==> src/rtl/priority_encoder_rr_if.sv <==
// Handshake bundle for priority_encoder_rr: a request side carrying the
// vector and priority mode, and a result side carrying the winning index
// and its flags. Both sides use valid/ready.
interface priority_encoder_rr_if #(
  parameter int N = 64
);
  localparam int W = $clog2(N);

  logic         enable;
  logic         in_valid;
  logic         in_ready;
  logic [N-1:0] a;
  logic [1:0]   mode;
  logic         out_valid;
  logic         out_ready;
  logic [W-1:0] y;
  logic         found;
  logic         multi;

  // Request source and result consumer side
  modport master (
    output enable, in_valid, a, mode, out_ready,
    input  in_ready, out_valid, y, found, multi
  );

  // Encoder side
  modport slave (
    input  enable, in_valid, a, mode, out_ready,
    output in_ready, out_valid, y, found, multi
  );
endinterface

==> src/rtl/priority_encoder_rr.sv <==
// Registered priority encoder with valid/ready on both sides. Picks the
// winning set bit of a request vector using LSB-first, MSB-first or
// round-robin priority, and flags empty and multi-hot vectors. A single
// output register gives one-cycle latency and full throughput when the
// consumer keeps up.
module priority_encoder_rr #(
  parameter int N = 64
) (
  input logic                 clk,
  input logic                 rst_n,
  priority_encoder_rr_if.slave bus
);
  localparam int W = $clog2(N);

  logic [W-1:0] lsb_idx;
  logic [W-1:0] msb_idx;
  logic [W-1:0] rr_idx;
  logic         rr_hit;
  logic [W-1:0] win_idx;
  logic [W-1:0] ptr_next;
  logic         any_set;
  logic         many_set;
  logic         accept;

  logic         result_valid;
  logic [W-1:0] result_y;
  logic         result_found;
  logic         result_multi;
  logic [W-1:0] rr_ptr;

  // The block only takes a new vector when enabled, out of reset, and the
  // output register is either empty or being emptied on this same edge.
  assign bus.in_ready = rst_n & bus.enable & (~result_valid | bus.out_ready);
  assign accept       = bus.in_valid & bus.in_ready;

  assign bus.out_valid = result_valid;
  assign bus.y         = result_y;
  assign bus.found     = result_found;
  assign bus.multi     = result_multi;

  // Lowest set index: scan downward so the last hit is the lowest bit.
  always_comb begin
    lsb_idx = '0;
    for (int i = N - 1; i >= 0; i--) begin
      if (bus.a[i]) lsb_idx = W'(i);
    end
  end

  // Highest set index: scan upward so the last hit is the highest bit.
  always_comb begin
    msb_idx = '0;
    for (int i = 0; i < N; i++) begin
      if (bus.a[i]) msb_idx = W'(i);
    end
  end

  // Round-robin: lowest set bit at or above the pointer, otherwise wrap to the lowest set bit overall.
  always_comb begin
    rr_idx = '0;
    rr_hit = 1'b0;
    for (int i = N - 1; i >= 0; i--) begin
      if (bus.a[i] && (i >= int'(rr_ptr))) begin
        rr_idx = W'(i);
        rr_hit = 1'b1;
      end
    end
    if (!rr_hit) rr_idx = lsb_idx;
  end

  // Mode select, presence flags and the pointer advance; the pointer wraps at N, not at 2**W.
  always_comb begin
    any_set  = |bus.a;
    many_set = |(bus.a & (bus.a - {{(N - 1){1'b0}}, 1'b1}));
    case (bus.mode)
      2'b01:   win_idx = msb_idx;
      2'b10:   win_idx = rr_idx;
      default: win_idx = lsb_idx;
    endcase
    if (int'(win_idx) == N - 1) ptr_next = '0;
    else                         ptr_next = win_idx + W'(1);
  end

  // Output register and round-robin pointer; a drain without a new accept empties the register.
  always_ff @(posedge clk) begin
    if (!rst_n) begin
      result_valid <= 1'b0;
      result_y     <= '0;
      result_found <= 1'b0;
      result_multi <= 1'b0;
      rr_ptr       <= '0;
    end else begin
      if (accept) begin
        result_valid <= 1'b1;
        result_y     <= win_idx;
        result_found <= any_set;
        result_multi <= many_set;
        if ((bus.mode == 2'b10) && any_set) rr_ptr <= ptr_next;
      end else if (bus.out_ready) begin
        result_valid <= 1'b0;
      end
    end
  end
endmodule

==> src/flat_wrapper.sv <==
// flat-port wrapper written by rule: the top's interface ports become plain ports
module priority_encoder_rr_flat 
#(
  parameter int N = 64
)
  (clk, rst_n, bus_enable, bus_in_valid, bus_a, bus_mode, bus_out_ready, bus_in_ready, bus_out_valid, bus_y, bus_found, bus_multi);
  priority_encoder_rr_if #(.N(N)) bus_i ();
  input logic clk;
  input logic rst_n;
  input wire logic [$bits(bus_i.enable)-1:0] bus_enable;
  input wire logic [$bits(bus_i.in_valid)-1:0] bus_in_valid;
  input wire logic [$bits(bus_i.a)-1:0] bus_a;
  input wire logic [$bits(bus_i.mode)-1:0] bus_mode;
  input wire logic [$bits(bus_i.out_ready)-1:0] bus_out_ready;
  output wire logic [$bits(bus_i.in_ready)-1:0] bus_in_ready;
  output wire logic [$bits(bus_i.out_valid)-1:0] bus_out_valid;
  output wire logic [$bits(bus_i.y)-1:0] bus_y;
  output wire logic [$bits(bus_i.found)-1:0] bus_found;
  output wire logic [$bits(bus_i.multi)-1:0] bus_multi;
  assign bus_i.enable = bus_enable;
  assign bus_i.in_valid = bus_in_valid;
  assign bus_i.a = bus_a;
  assign bus_i.mode = bus_mode;
  assign bus_i.out_ready = bus_out_ready;
  assign bus_in_ready = bus_i.in_ready;
  assign bus_out_valid = bus_i.out_valid;
  assign bus_y = bus_i.y;
  assign bus_found = bus_i.found;
  assign bus_multi = bus_i.multi;
  priority_encoder_rr #(.N(N)) u_core (.clk(clk), .rst_n(rst_n), .bus(bus_i));
endmodule
==> config.mk <==
export PLATFORM = sky130hd
export DESIGN_NAME = priority_encoder_rr_flat
export DESIGN_NICKNAME = d
export VERILOG_FILES = /design/src/rtl/priority_encoder_rr_if.sv /design/src/rtl/priority_encoder_rr.sv /design/src/flat_wrapper.sv
export SDC_FILE = /design/constraint.sdc
export NUM_CORES = 1
export LEC_CHECK = 0
export ABC_AREA = 1
export BUFFER_PORTS_ARGS = -buffer_cell sky130_fd_sc_hd__buf_2
export CORE_MARGIN = 1.5
export CORE_UTILIZATION = 59
export DETAILED_ROUTE_END_ITERATION = 8
export HOLD_SLACK_MARGIN = 0.06
export PLACE_DENSITY_LB_ADDON = 0.12
export SLEW_MARGIN = 15
export SYNTH_ARGS = -nofsm -noshare
export SYNTH_HDL_FRONTEND = slang
export SYNTH_SLANG_ARGS = --single-unit
==> constraint.sdc <==
create_clock -name clk -period 6.32 [get_ports clk]
set_input_delay 0.632 -clock clk [delete_from_list [all_inputs] [get_ports clk]]
set_output_delay 0.632 -clock clk [all_outputs]
set_load 0.01 [all_outputs]
Yosys cells after proc, flatten, opt, wreduce, memory -nomap -nowiden. Index checks and enable logic that the tools add are counted.

Memory bits (read-only): 0. Memories kept: 0. Register bits after elaboration: 15. RAM bits: 0. Bits in latches: 0.

Multiplexer cells: 259. Div/mod/pow operators: 0. Equality and inequality tests: 3. Magnitude comparators: 63. Shifts and indexed selects: 0. Add/subtract/negate cells: 2. Reduce and logical (&&, ||, !) cells: 68. Bitwise logic cells: 6. $mul: 0.

Operators by type and width (number): 2-to-1 mux 6 bit (161); greater-or-equal comparator 6 bit, first input constant (31); OR reduction 64 bit (2); greater-or-equal comparator 5 x 6 -> 1 bit, first input constant (16); 2-to-1 mux 5 bit (16); 2-to-1 mux 1 bit (67); bitwise AND 64 bit (1); logical AND 1 bit (64); subtractor 64 x 1 -> 64 bit, second input constant (1); greater-or-equal comparator 4 x 6 -> 1 bit, first input constant (8); 2-to-1 mux 4 bit (8); greater-or-equal comparator 3 x 6 -> 1 bit, first input constant (4); greater-or-equal comparator 1 x 6 -> 1 bit, first input constant (2); greater-or-equal comparator 2 x 6 -> 1 bit, first input constant (2); 2-to-1 mux 3 bit (4); one-hot mux 6 bit (2 select lines) (1); adder 6 x 1 -> 6 bit, second input constant (1); == test 6 x 1 -> 1 bit, second input constant (1); 2-to-1 mux 2 bit (2); bitwise AND 1 bit (3); == test 2 x 1 -> 1 bit, second input constant (1); == test 2 bit, second input constant (1); AND reduction 2 bit (1); nonzero test 2 bit (1); 2 further kinds (2).

Depth between registers and ports, before layout.
Depth in word-level cells: 69. Gate-level depth with buffers: 79.

Worst setup path after synthesis. No wires, ideal clock.

Kind: register to register. From: register u_core.rr_ptr[3]. To: register u_core.rr_ptr[5]. Path buffers: 1. Library setup time: 0.066 ns. Slack: 1.805 ns. Cell stages (with the launch flop): 79. Data required time: 6.254 ns. Arrival: 4.449 ns. Cells stage by stage: dfxtp_1 -> buf_4 -> nand2_4 -> clkinv_2 -> nand2_4 -> o21ai_2 -> nand2_1 -> nand2_1 -> nand2_1 -> nand2_1 -> nand2_1 -> nand2_1 -> nand2_1 -> nand2_1 -> nand2_1 -> nand2_1 -> nand2_1 -> nand2_1 -> [43 not listed] -> nand2_1 -> nand2_1 -> nand2_1 -> nand2_1 -> nand2_1 -> nand2_1 -> nand2_1 -> nand2_2 -> nand2_1 -> inv_1 -> ha_1 -> nand4_1 -> inv_1 -> a21oi_1 -> nand2_1 -> nand2_1 -> nand2_1 -> a21oi_2.

Word-level cells in the longest chain between the ends: 69. Elaborated cells between the ends (all ways): 257.

RTL lines: from (decl) (RTL line priority_encoder_rr.sv:29) `logic [W-1:0] rr_ptr;`; from (signal assigned) (RTL line priority_encoder_rr.sv:97) `if ((bus.mode == 2'b10) && any_set) rr_ptr <= ptr_next;`; greater-or-equal comparator 6 bit (RTL line priority_encoder_rr.sv:62) `if (bus.a[i] && (i >= int'(rr_ptr))) begin`; logical AND 1 bit (RTL line priority_encoder_rr.sv:62); 2-to-1 mux 6 bit / 2-to-1 mux 1 bit (equally long branches) (63 in series) (RTL line priority_encoder_rr.sv:62); 2-to-1 mux 6 bit * (RTL line priority_encoder_rr.sv:67) `if (!rr_hit) rr_idx = lsb_idx;`; one-hot mux 6 bit (2 select lines) * (RTL line priority_encoder_rr.sv:74) `case (bus.mode)`; named net u_core.win_idx[0] (RTL line priority_encoder_rr.sv:19) `logic [W-1:0] win_idx;`; adder 6 x 1 -> 6 bit / == test 6 x 1 -> 1 bit (equally long branches) (RTL line priority_encoder_rr.sv:80, priority_encoder_rr.sv:79); 2-to-1 mux 6 bit * (RTL line priority_encoder_rr.sv:79) `if (int'(win_idx) == N - 1) ptr_next = '0;`.

Mark *: on every way through the listed nets, which the timed path passes. The rest lies on a longest branch. A chain may end at the register's enable or synchronous reset.

Worst setup path after layout. Ends and elaborated chain as after synthesis.

==> run_results.csv <==
group,metric,value,unit
status,status,"completed",
setup_path,cp_slowest_cell,"dfxtp_1",
timing,setup-violations-final,0,
route,ant_nets,0,
power,vdd_drop_max,0.146,mV
setup_path,cpPeakStageDelay,0.61,ns
synthesis,syn_area,4610,um^2
floorplan,initial_core_util,0.602,
timing,grt_setup_unrepaired,"no",
global_route,grt_max_degree,17,
timing,final-max-slew-violation-count,0,
clocking,cts_setup_buffers,0,
floorplan,die_area,8350,um^2
power,switching_share,0.468,
place,gp_congestion,1.05,
power,pwr-share-clk,0.190,
global_route,antenna_found_initial,0,
flow_run,drv_cap,0,
synthesis,netlist_top_cells_count,"299 x nand2_1, 201 x inv_1, 163 x nor2_1",
timing,clock-skew-final,0.00563,ns
synthesis,syn_area_per_cell,4.65,um^2
synthesis,synth_nets,1065,
power,p_int,0.223,mW
place,placed_cells_incl_taps,1166,
route,drt_iter0_markers,509,
setup_path,cp-end-kind,"flop",
route,num_vias,6403,
synthesis,postSynthCellCount,991,
timing,min_period,5.39,ns
final_layout,areaGrowthSynthToFinish,11.8,%
clocking,cts_max_level,1,
synthesis,synthDistinctLibCells,50,
clocking,cts_buffers,3,
clocking,cts_tree,"built",
floorplan,die_w,91.4,um
setup_path,arrival,5.57,ns
setup_path,crit_required,6.50,ns
final_layout,drive_gt1_frac,0.0993,
synthesis,synth.most_common_cell,"nand2_1",
setup_path,start_kind,"flop",
final_layout,register_area,304,um^2
floorplan,io_pins,81,
synthesis,async_flop_share,0,
timing,finalWorstSetupSlack,0.932,ns
synthesis,ys_top_cells_by_area,"nand2_1 24%, inv_1 16%, nor2_1 13%",
floorplan,rows,32,
route,wirelength,15200,um
final_layout,fillCellCount,873,
clocking,cts-root-buf,"clkbuf_8",
timing,slew_headroom,0.464,
power,p_leak,2.81,nW
synthesis,yosysSeqAreaShare,0.0652,
synthesis,synth_flop_cell,"dfxtp_1",
global_route,grt_pass1_wl,25000,um
power,power.density,81.6,nW/um^2
synthesis,synth_top_area_share,0.244,
setup_path,crit_type,"reg -> reg",
power,p_comb_frac,0.568,
synthesis,synth_edf_count,0,
min_path,hold_path.class,"reg -> reg",
final_layout,fin_cells,1170,
clocking,path_clk_slew,0.06,ns
final_layout,fin_nets,1143,
timing,tns,0,ns
clocking,clock_sinks,15,
synthesis,ys_warn_count,0,
global_route,gr-usage-all-layers,0.362,
synthesis,yosys_register_bits,15,
setup_path,crit_path_max_fanout,9,
timing,hold_viol,0,
final_layout,diodes,0,
global_route,overflow,0,
setup_path,path_common_cell,"nand2_1",
power,switching_power,0.197,mW
route,via_per_inst,5.47,
route,avgRoutedWirePerCell,12.9,um
global_route,grt_pass1_vias,5599,
place,hpwl,12900,um
timing,fin_crit_sh,0.853,
place,io_buffers,80,
power,seq_power_share,0.242,
timing,worstMarginPinSlew,0.794,ns
clocking,cts_buffer_depth,2,
timing,whs,0.477,ns
final_layout,utilization,0.673,
clocking,clk_latency,0.25,ns
place,pre_cts_slack,0.924,ns
timing,timing.fmax,186,MHz
route,drc,0,
floorplan,core,7650,um^2
synthesis,synth.largest_area_cell,"nand2_1",
final_layout,multi_input_area,3480,um^2
setup_path,ff2ff_setup_slack,0.93,ns
floorplan,fp.dieH,91.4,um
route,dr.pass1.iters,6,
cell families (layout without fill, tap and decap cells):
logic type / after synthesis / after routing / synth area share
and+or+nand+nor: 564 / 564 / 0.504
buffers and inverters: 215 / 292 / 0.178
AOI/OAI and AO/OA: 193 / 193 / 0.243
DFF: 15 / 15 / 0.0652
adders and majority gates: 3 / 3 / 0.00815
xor gates and xnor gates: 1 / 1 / 0.00190
cells in the final DEF, fill, tap and decap left out, types with 3 or more instances in the layout:
| cell | netlist | layout |
|---|---|---|
| a211o_1 | 3 | 3 |
| a211oi_1 | 7 | 7 |
| a21oi_1 | 59 | 59 |
| a31oi_1 | 8 | 8 |
| buf_2 | 1 | 80 |
| clkbuf_8 | 0 | 3 |
| clkinv_2 | 2 | 3 |
| dfxtp_1 | 15 | 12 |
| dfxtp_2 | 0 | 3 |
| ha_1 | 3 | 3 |
| inv_1 | 201 | 201 |
| nand2_1 | 299 | 299 |
| nand3_1 | 32 | 32 |
| nand4_1 | 18 | 18 |
| nor2_1 | 163 | 163 |
| nor3_1 | 28 | 28 |
| nor4_1 | 12 | 12 |
| o211ai_1 | 10 | 10 |
| o21ai_0 | 76 | 76 |
| o22ai_1 | 4 | 4 |
| o31ai_1 | 3 | 3 |
area by class of cell:
cell class | instances | area share
Clock buffer | 3 | 0.00802
Clock inverter | 1 | 0.000972
Inverter | 207 | 0.151
Multi-Input combinational cell | 761 | 0.677
Sequential cell | 15 | 0.0590
Tap cell | 102 | 0.0248
Timing Repair Buffer | 81 | 0.0792
state kept, by name, indices dropped and copies added (netlist names):
name / flops
u_core.bus.y: 6
u_core.bus.multi: 1
u_core.bus.out_valid: 1
u_core.rr_ptr: 6
u_core.bus.found: 1
stage by stage:
| stage | total power, mW | area [um^2] |
|---|---|---|
| 2_1_floorplan | 0.260 | 4610 |
| 3_3_place_gp | 0.335 | 5100 |
| 3_5_place_dp | 0.337 | 5100 |
| 4_1_cts | 0.415 | 5150 |
| 5_1_grt | 0.458 | 5150 |
| 6_report | 0.420 | 5150 |
worst paths after layout:
| path | start | end | cells past startpoint |
|---|---|---|---|
| worst max-delay path | u_core.rr_ptr[3] | u_core.rr_ptr[5] | 77 |
| worst min-delay path | u_core.bus.y[3] | u_core.bus.y[3] | 2 |
| worst max register to register | u_core.rr_ptr[3] | u_core.rr_ptr[5] | 77 |
| worst min register to register | u_core.bus.y[3] | u_core.bus.y[3] | 2 |
critical path, delay by kind of cell (launching register included):
family | cells | cell delay, ns
adders and majority gates | 1 | 0.22
buffers and inverters | 3 | 0.29
and+or+nand+nor | 70 | 3.83
AOI/OAI and AO/OA | 3 | 0.40
DFF | 1 | 0.61
power by group through the flow:
stage               clock [mW]  combinational, mW  sequential, mW
floorplan                    0              0.156           0.104
global placement             0              0.232           0.104
detailed placement           0              0.233           0.104
CTS                     0.0786              0.235           0.102
global route            0.0836              0.272           0.102
finish                  0.0797              0.239           0.102
routing by layer:
metal | track usage | vias to the layer above | part of all wire | wire length (um)
met2 | 0.601 | 309 | 0.44 | 6680
met3 | 0.0402 | 33 | 0.098 | 1490
met5 | 0 | - | 0 | 0
met4 | 0.0846 | 0 | 0.017 | 265
met1 | 0.498 | 2733 | 0.44 | 6720
li1 | - | 3328 | - | -
timing repair:
action | in CTS | in global routing
resized for setup | 0 | 3
endpoints found under the setup margin | 0 | 4
hold buffers | 0 | 0
No activity file was read; power rests on OpenSTA's default activity.
